--- src/rtl/bit_select_packer.sv ---
// bit_select_packer: erasure-aware multi-lane bit selector packing decided bits into words.
// Optional BIT_SELECT_PACKER_ERASE_MASK_EN adds word_erased, a per-bit mask of hold-filled bits.
module bit_select_packer #(
  parameter int LANES  = 4,
  parameter int WORD_W = 16,
  parameter int CNT_W  = 8
) (
  input  logic                 clk,
  input  logic                 rst,
  input  logic                 en,
  input  logic [2*LANES-1:0]   sym_in,
  input  logic                 sym_valid,
  output logic                 sym_ready,
  output logic [WORD_W-1:0]    word_out,
  output logic                 word_valid,
  input  logic                 word_ready,
  input  logic                 cnt_clr,
  output logic [CNT_W-1:0]     erasure_cnt,
`ifdef BIT_SELECT_PACKER_ERASE_MASK_EN
  output logic [WORD_W-1:0]    word_erased,
`endif
  output logic [LANES-1:0]     hold_bits
);
  localparam int BEATS = WORD_W / LANES;
  localparam int BW = BEATS > 1 ? $clog2(BEATS) : 1;
  localparam int PW = $clog2(LANES + 1);
  localparam int SW = CNT_W + 1;
  typedef enum logic {FILL, STALL} state_t;
  state_t state, state_nx;
  logic [BW-1:0] beat_cnt;
  logic [WORD_W-1:0] asm_q, asm_nx;
  logic [LANES-1:0] er, bits;
  logic [PW-1:0] pop;
  logic [SW-1:0] sum;
  logic accept, last, drain, load_fill, load_stall;
  always_comb begin
    er = '0;
    bits = '0;
    pop = '0;
    for (int i = 0; i < LANES; i++) begin
      er[i] = &sym_in[2*i +: 2];
      bits[i] = er[i] ? hold_bits[i] : sym_in[2*i];
      pop = pop + PW'(er[i]);
    end
  end
  assign accept = sym_valid && sym_ready;
  assign last = beat_cnt == BW'(BEATS - 1);
  assign drain = word_valid && word_ready;
  assign load_fill = accept && last && (!word_valid || word_ready);
  assign load_stall = state == STALL && drain;
  assign sum = {1'b0, erasure_cnt} + SW'(pop);
  always_comb begin
    asm_nx = asm_q;
    asm_nx[int'(beat_cnt)*LANES +: LANES] = bits;
  end
  always_ff @(posedge clk or negedge rst)
    if (!rst) state <= FILL;
    else state <= state_nx;
  always_comb
    state_nx = state == FILL ? ((accept && last && word_valid && !word_ready) ? STALL : FILL)
                             : (drain ? FILL : STALL);
  // Gated by rst so the handshake reads 0 while reset is held.
  always_comb sym_ready = state == FILL && !en && rst;
  always_ff @(posedge clk or negedge rst)
    if (!rst) begin
      beat_cnt <= '0;
      asm_q <= '0;
      hold_bits <= '0;
      word_out <= '0;
      word_valid <= 1'b0;
      erasure_cnt <= '0;
    end else begin
      if (accept) begin
        asm_q <= asm_nx;
        hold_bits <= bits;
        beat_cnt <= last ? '0 : beat_cnt + 1'b1;
      end
      if (load_fill || load_stall) word_out <= load_fill ? asm_nx : asm_q;
      word_valid <= load_fill || load_stall || (word_valid && !word_ready);
      erasure_cnt <= cnt_clr ? '0 : !accept ? erasure_cnt : sum[CNT_W] ? '1 : sum[CNT_W-1:0];
    end
`ifdef BIT_SELECT_PACKER_ERASE_MASK_EN
  logic [WORD_W-1:0] easm_q, easm_nx;
  always_comb begin
    easm_nx = easm_q;
    easm_nx[int'(beat_cnt)*LANES +: LANES] = er;
  end
  always_ff @(posedge clk or negedge rst)
    if (!rst) begin
      easm_q <= '0;
      word_erased <= '0;
    end else begin
      if (accept) easm_q <= easm_nx;
      if (load_fill || load_stall) word_erased <= load_fill ? easm_nx : easm_q;
    end
`endif
endmodule

--- config.mk ---
export PLATFORM = sky130hd
export DESIGN_NAME = bit_select_packer
export DESIGN_NICKNAME = d
export VERILOG_FILES = /design/src/rtl/bit_select_packer.sv
export SDC_FILE = /design/constraint.sdc
export NUM_CORES = 1
export LEC_CHECK = 0
export BUFFER_PORTS_ARGS = -buffer_cell sky130_fd_sc_hd__buf_2
export CAP_MARGIN = 20
export CORE_MARGIN = 2
export CORE_UTILIZATION = 58
export DETAILED_ROUTE_END_ITERATION = 8
export PLACE_DENSITY = 0.89
export SLEW_MARGIN = 10
export SYNTH_ARGS = -nofsm -noshare
export SYNTH_HDL_FRONTEND = slang
export SYNTH_SLANG_ARGS = --single-unit
export TNS_END_PERCENT = 20
--- constraint.sdc ---
create_clock -name clk -period 5.1 [get_ports clk]
set_input_delay 1.02 -clock clk [delete_from_list [all_inputs] [get_ports clk]]
set_output_delay 1.02 -clock clk [all_outputs]
set_load 0.05 [all_outputs]
==> metrics.cfg, run 1 <==
[status]
outcome=complete, no violations

[pwr]
leakage_nw=1.386
p_int_mw=0.7208
ir_worst_vdd_v=0.0002306
p_clk_frac=0.235
p_comb_frac=0.335
power_mw=1.160
swShare=0.3786
p_per_area_mw_per_mm2=404.4
seqPwrFrac=0.430
power_switching_mw=0.4391

[routing]
vias=2009
drc=0
vias_per_cell=5.691
drt_iter0_drc=183
wl_per_cell_microns=14.73
ant_nets=0
routed_wl_microns=5199
dr.pass1.iters=4

[timing]
hold_viol=0
finClkSkew_ps=4.936
max_freq_ghz=0.3146
slew_headroom=0.4460
hold_ws_ps=507.0
rsz0062_at_grt=no
tightest_slew_ps=823.6
fin_crit_sh=0.6232
period_needed_ps=3178
fin_tns_setup_ps=0
setup_viol=0
worst_slack_ps=1922
maxSlewViolCount=0

[clocking]
clockRootBuffer=clkbuf_8
htree_levels=2
clkSinkCount=48
path_clk_slew_ps=80
postCtsHoldBufs=0
numCtsBuffers=5
cts_tree=done
ctsResizeCount=0
clockBufferDepth=2
cts_setup_buffers=0
clk-insertion-delay-late_ps=310

[critical_path]
end_kind=output port
crit_required_ps=4080
start_kind=primary input
critPathMaxFanout=50
crit_type=primary input to output port
arrival_ps=2160

[placed_design]
portBuffers=43
pre_cts_slack_ps=1774
place_congestion=0.9117
dp_hpwl_microns=3563

[die]
fp.coreArea_sq_mm=0.004086
row_count=23
initial_core_util=0.6142
die_h_microns=69.79
dieArea_sq_mm=0.004870
ioPinCount=44
die_w_microns=69.79

[yosys]
synth_nets=284
synth-async-reset-ratio=1.000
synth-edff-count=0
synth_area_leaders=dfrtp_1 (48%), mux2_2 (7.2%), o21ai_0 (7.0%), nand2_1 (6.3%), nor2b_1 (4.0%)
synth_seq_cells=48
synth_largest_area_cell=dfrtp_1
ys_seq_area_frac=0.4786
netlist.area_leader.share=0.4786
syn_inst=260
syn_avg_cell_area_sq_um=9.653
synth_area_sq_mm=0.002510
ys_warn_count=0
ys_types=39
synth_flop_cell=dfrtp_1

[grt]
grt_overflow=0
grt_antenna_before_repair=0
grt_usage=0.2306
grt_pass1_wl_microns=8963
grt_pass1_vias=1997
grt_max_degree=51

[hold_path]
hold_class=register to register

[cells_and_area]
drive_gt1_frac=0.2475
most-common-layout-cells=dfrtp_1 (48), buf_2 (43), nand2_1 (42)
num-nets-final=326
area_growth_pct=14.26
antenna_cells=0
layout_commonest_cell=dfrtp_1

[run]
cap_violations=0

[through the flow]
stage	std cells	util	cell area [sq um]
after CTS	352	0.6981	2853
final	353	0.7018	2868
after global placement	344	0.6718	2745
after floorplan	260	-	2510
after global routing	353	0.7018	2868
after detailed placement	344	0.6718	2745
[registers in the layout, summed over array words and instances (netlist names)]
name,cells
erasure_cnt,8
beat_cnt,2
state,1
asm_q,16
word_out,16
hold_bits,4
word_valid,1
[routing by layer]
layer | share of wire | vias to the layer above | GRT usage
met5 | 0 | - | 0
met2 | 0.48 | 56 | 0.3788
li1 | - | 984 | -
met3 | 0.054 | 5 | 0.06686
met4 | 0.0077 | 0 | 0.07051
met1 | 0.46 | 964 | 0.2962
[Yosys cell counts (2+ instances only)]
cell type   n
nand3_1     4
a21boi_0    4
a211oi_1    3
inv_1       8
buf_2       4
fa_1        3
nor3_1      8
nor2_1      6
o21ai_1     4
ha_1        7
and2_1      5
a31oi_1     2
nand4_1     3
o21ai_0    35
a21oi_1    19
nor2b_1    16
clkbuf_1    4
nand2_1    42
dfrtp_1    48
mux2_2     16
[critical path: stages]
cell and delay (ps):
buf_2 100, buf_4 490, nor3b_1 250, buf_2 290
[cells by family after synthesis]
family                   count (synthesis)  synth area share
AND/OR/NAND/NOR                         97            0.2044
AO/OA/AOI/OAI                           69            0.1476
flip-flops                              48            0.4786
buffers and inverters                   19           0.03489
multiplexers                            17           0.07577
adder cells (fa/ha/maj)                 10           0.05882
[final timing paths]
kind / startpoint / endpoint / slack (ps) / cells after the start
max: rst / sym_ready / 1920 / 4
min: asm_q[8]$_DFFE_PN0P_ / asm_q[8]$_DFFE_PN0P_ / 510 / 2
max reg2reg: erasure_cnt[0]$_DFFE_PN0P_ / erasure_cnt[3]$_DFFE_PN0P_ / 2600 / 7
min reg2reg: asm_q[8]$_DFFE_PN0P_ / asm_q[8]$_DFFE_PN0P_ / 510 / 2
max in group asynchronous: rst / word_out[8]$_DFFE_PN0P_ / 3860 / 2
min in group asynchronous: rst / state$_DFF_PN0_ / 830 / 2
[cell type report]
cell class,count,area [sq um]
Clock buffer,6,72.57
Multi-Input combinational cell,193,1221
Timing Repair Buffer,46,245.2
Clock inverter,2,35.03
Fill cell,327,1219
Sequential cell,48,1201
Inverter,8,30.03
Tap cell,50,62.56
[power by group through the flow]
| stage | combinational [mW] | clock, mW | sequential [mW] |
|---|---|---|---|
| final | 0.389 | 0.273 | 0.499 |
| after global routing | 0.428 | 0.294 | 0.508 |
| after CTS | 0.389 | 0.280 | 0.499 |
| after detailed placement | 0.387 | 0 | 0.506 |
| after global placement | 0.375 | 0 | 0.503 |
| after floorplan | 0.194 | 0 | 0.601 |
Power figures use the tool's default switching activity.
==> inputs of run 2 (changes only) <==
- CORE_UTILIZATION: 58 -> 50
- PLACE_DENSITY: 0.89 -> 0.82
- clock period: 5.1 -> 2.75 ns (I/O delays scaled with it)
==> run 2 against run 1 <==
Net effect: die area grew 15%; critical path type is now primary input to register; hold slack got worse by 240 ps; register-to-register slack got worse by 2300 ps; first-iteration DRC count grew 10%; largest power group unchanged; highest routed layer unchanged; cell count is 5.9% higher.
==> metrics.cfg, run 2 (synthesis gave the netlist of run 1 again) <==
[placed_design]
dp_hpwl_microns=3789  ; +6.4%
portBuffers=43  ; unchanged
place_congestion=0.9131  ; +0.15%
pre_cts_slack_ps=-56.62  ; -1830 ps

[die]
initial_core_util=0.5244  ; -0.08976
die_h_microns=74.85  ; +7.3%
dieArea_sq_mm=0.005603  ; +15%
die_w_microns=74.85  ; +7.3%
row_count=25  ; +8.7%
ioPinCount=44  ; unchanged
fp.coreArea_sq_mm=0.004786  ; +17%

[clocking]
cts_tree=done
htree_levels=2  ; unchanged
clockRootBuffer=clkbuf_8
cts_setup_buffers=0  ; unchanged
numCtsBuffers=5  ; unchanged
path_clk_slew_ps=80  ; about the same
clockBufferDepth=2  ; unchanged
clk-insertion-delay-late_ps=300  ; about the same
clkSinkCount=48  ; unchanged
ctsResizeCount=0  ; unchanged
postCtsHoldBufs=0  ; unchanged

[grt]
grt_usage=0.2063  ; -0.02429
grt_max_degree=34  ; -33%
grt_antenna_before_repair=0  ; unchanged
grt_pass1_wl_microns=8852  ; -1.2%
grt_pass1_vias=1976  ; -1.1%
grt_overflow=0  ; unchanged

[critical_path]
path_cells=buf_2, and2_1, fa_1, fa_1, fa_1, buf_4, nand3_1, o21ai_0, a211oi_1
critPathMaxFanout=4  ; -92%
end_kind=register
ff2ff_path_depth=7  ; unchanged
crit_type=primary input to register
crit_end=erasure_cnt[2]$_DFFE_PN0P_
slowest_stage=fa_1
worstReg2RegEnd=erasure_cnt[2]$_DFFE_PN0P_
crit_start=sym_in[5]
start_kind=primary input
r2r_start=erasure_cnt[0]$_DFFE_PN0P_
arrival_ps=2700  ; +540 ps
cpMostUsedCell=fa_1
r2r_slack_ps=330  ; -2270 ps
max_stage_delay_ps=490  ; about the same
crit_required_ps=2960  ; -1120 ps

[pwr]
leakage_nw=1.393  ; +0.51%
ir_worst_vdd_v=0.0004278  ; +86%
power_mw=2.081  ; +79%
p_per_area_mw_per_mm2=719.1  ; +78%

[timing]
max_freq_ghz=0.4014
maxSlewViolCount=0  ; unchanged
hold_ws_ps=271.7  ; -235.3 ps
hold_viol=0  ; unchanged
rsz0062_at_grt=no
worst_slack_ps=258.4  ; -1663 ps
tightest_slew_ps=832.7  ; +9.087 ps
finClkSkew_ps=6.562  ; +1.626 ps
setup_viol=0  ; unchanged
fin_crit_sh=0.9060
period_needed_ps=2492
slew_headroom=0.4399  ; -0.006112

[cells_and_area]
area_growth_pct=15.30
fillers=408  ; +25%
most-common-layout-cells=dfrtp_1 (48), buf_2 (43), nand2_1 (42)
drive_gt1_frac=0.2541  ; +0.006547
post-route-util=0.6047  ; -0.09707
num-nets-final=330  ; +1.2%
antenna_cells=0  ; unchanged
reg.largest.list=asm_q (16), word_out (16), erasure_cnt (8)
layout_commonest_cell=dfrtp_1

[routing]
ant_nets=0  ; unchanged
drt_iter0_drc=202  ; +10%
drc=0  ; unchanged
routed_wl_microns=5298  ; +1.9%
wl_per_cell_microns=14.17  ; -3.8%
dr.pass1.iters=4  ; unchanged
vias_per_cell=5.385  ; -5.4%
vias=2014  ; +0.25%

[hold_path]
hold_class=primary input to asynchronous set/reset pin

[run]
cap_violations=0  ; unchanged

[status]
outcome=complete, no violations

## run 2: per-layer routing
layer	track usage	part of all wire	up-vias
met1	0.2622	0.45	974
met2	0.3441	0.49	46
li1	-	-	987
met3	0.04552	0.040	7
met4	0.08135	0.015	0
met5	0	0	-
## run 2: power breakdown
part,internal [mW],total [mW],switching (mW),leakage (nW)
registers,0.834,0.928,0.0941,0.656
clock network,0.205,0.425,0.219,0.0455
logic,0.237,0.728,0.491,0.691
total,1.28,2.08,0.804,1.39
## run 2: area by class of cell
type	count	area (sq um)	share of cell area
inverters	8	30.03	0.01038
repair buffers	50	267.8	0.09252
multi-input cells	193	1221	0.4220
flip-flops and latches	48	1201	0.4150
clock buffers	8	90.09	0.03113
well taps	67	83.83	0.02897
## run 2: worst min path at each step
stage / startpoint / endpoint / depth (start not counted)
after floorplan: rst / asm_q[0]$_DFFE_PN0P_ / 0
after global placement: asm_q[15]$_DFFE_PN0P_ / asm_q[15]$_DFFE_PN0P_ / 2
after detailed placement: asm_q[12]$_DFFE_PN0P_ / asm_q[12]$_DFFE_PN0P_ / 2
after CTS: rst / asm_q[3]$_DFFE_PN0P_ / 2
after global routing: rst / word_out[5]$_DFFE_PN0P_ / 2
final: rst / asm_q[5]$_DFFE_PN0P_ / 2
## run 2: metrics by stage
stage	instances	TNS [ps]	area, sq um
after floorplan	260	0	2510
after detailed placement	366	-78.40	2804
final	374	0	2894
after CTS	374	0	2894
after global placement	366	0	2804
after global routing	374	0	2894
## run 2: worst max-delay path, delay by kind of cell
family / cells / cell delay (ps)
adder cells (fa/ha/maj): 3 / 1310
AO/OA/AOI/OAI: 2 / 350
buffers and inverters: 2 / 260
AND/OR/NAND/NOR: 2 / 230
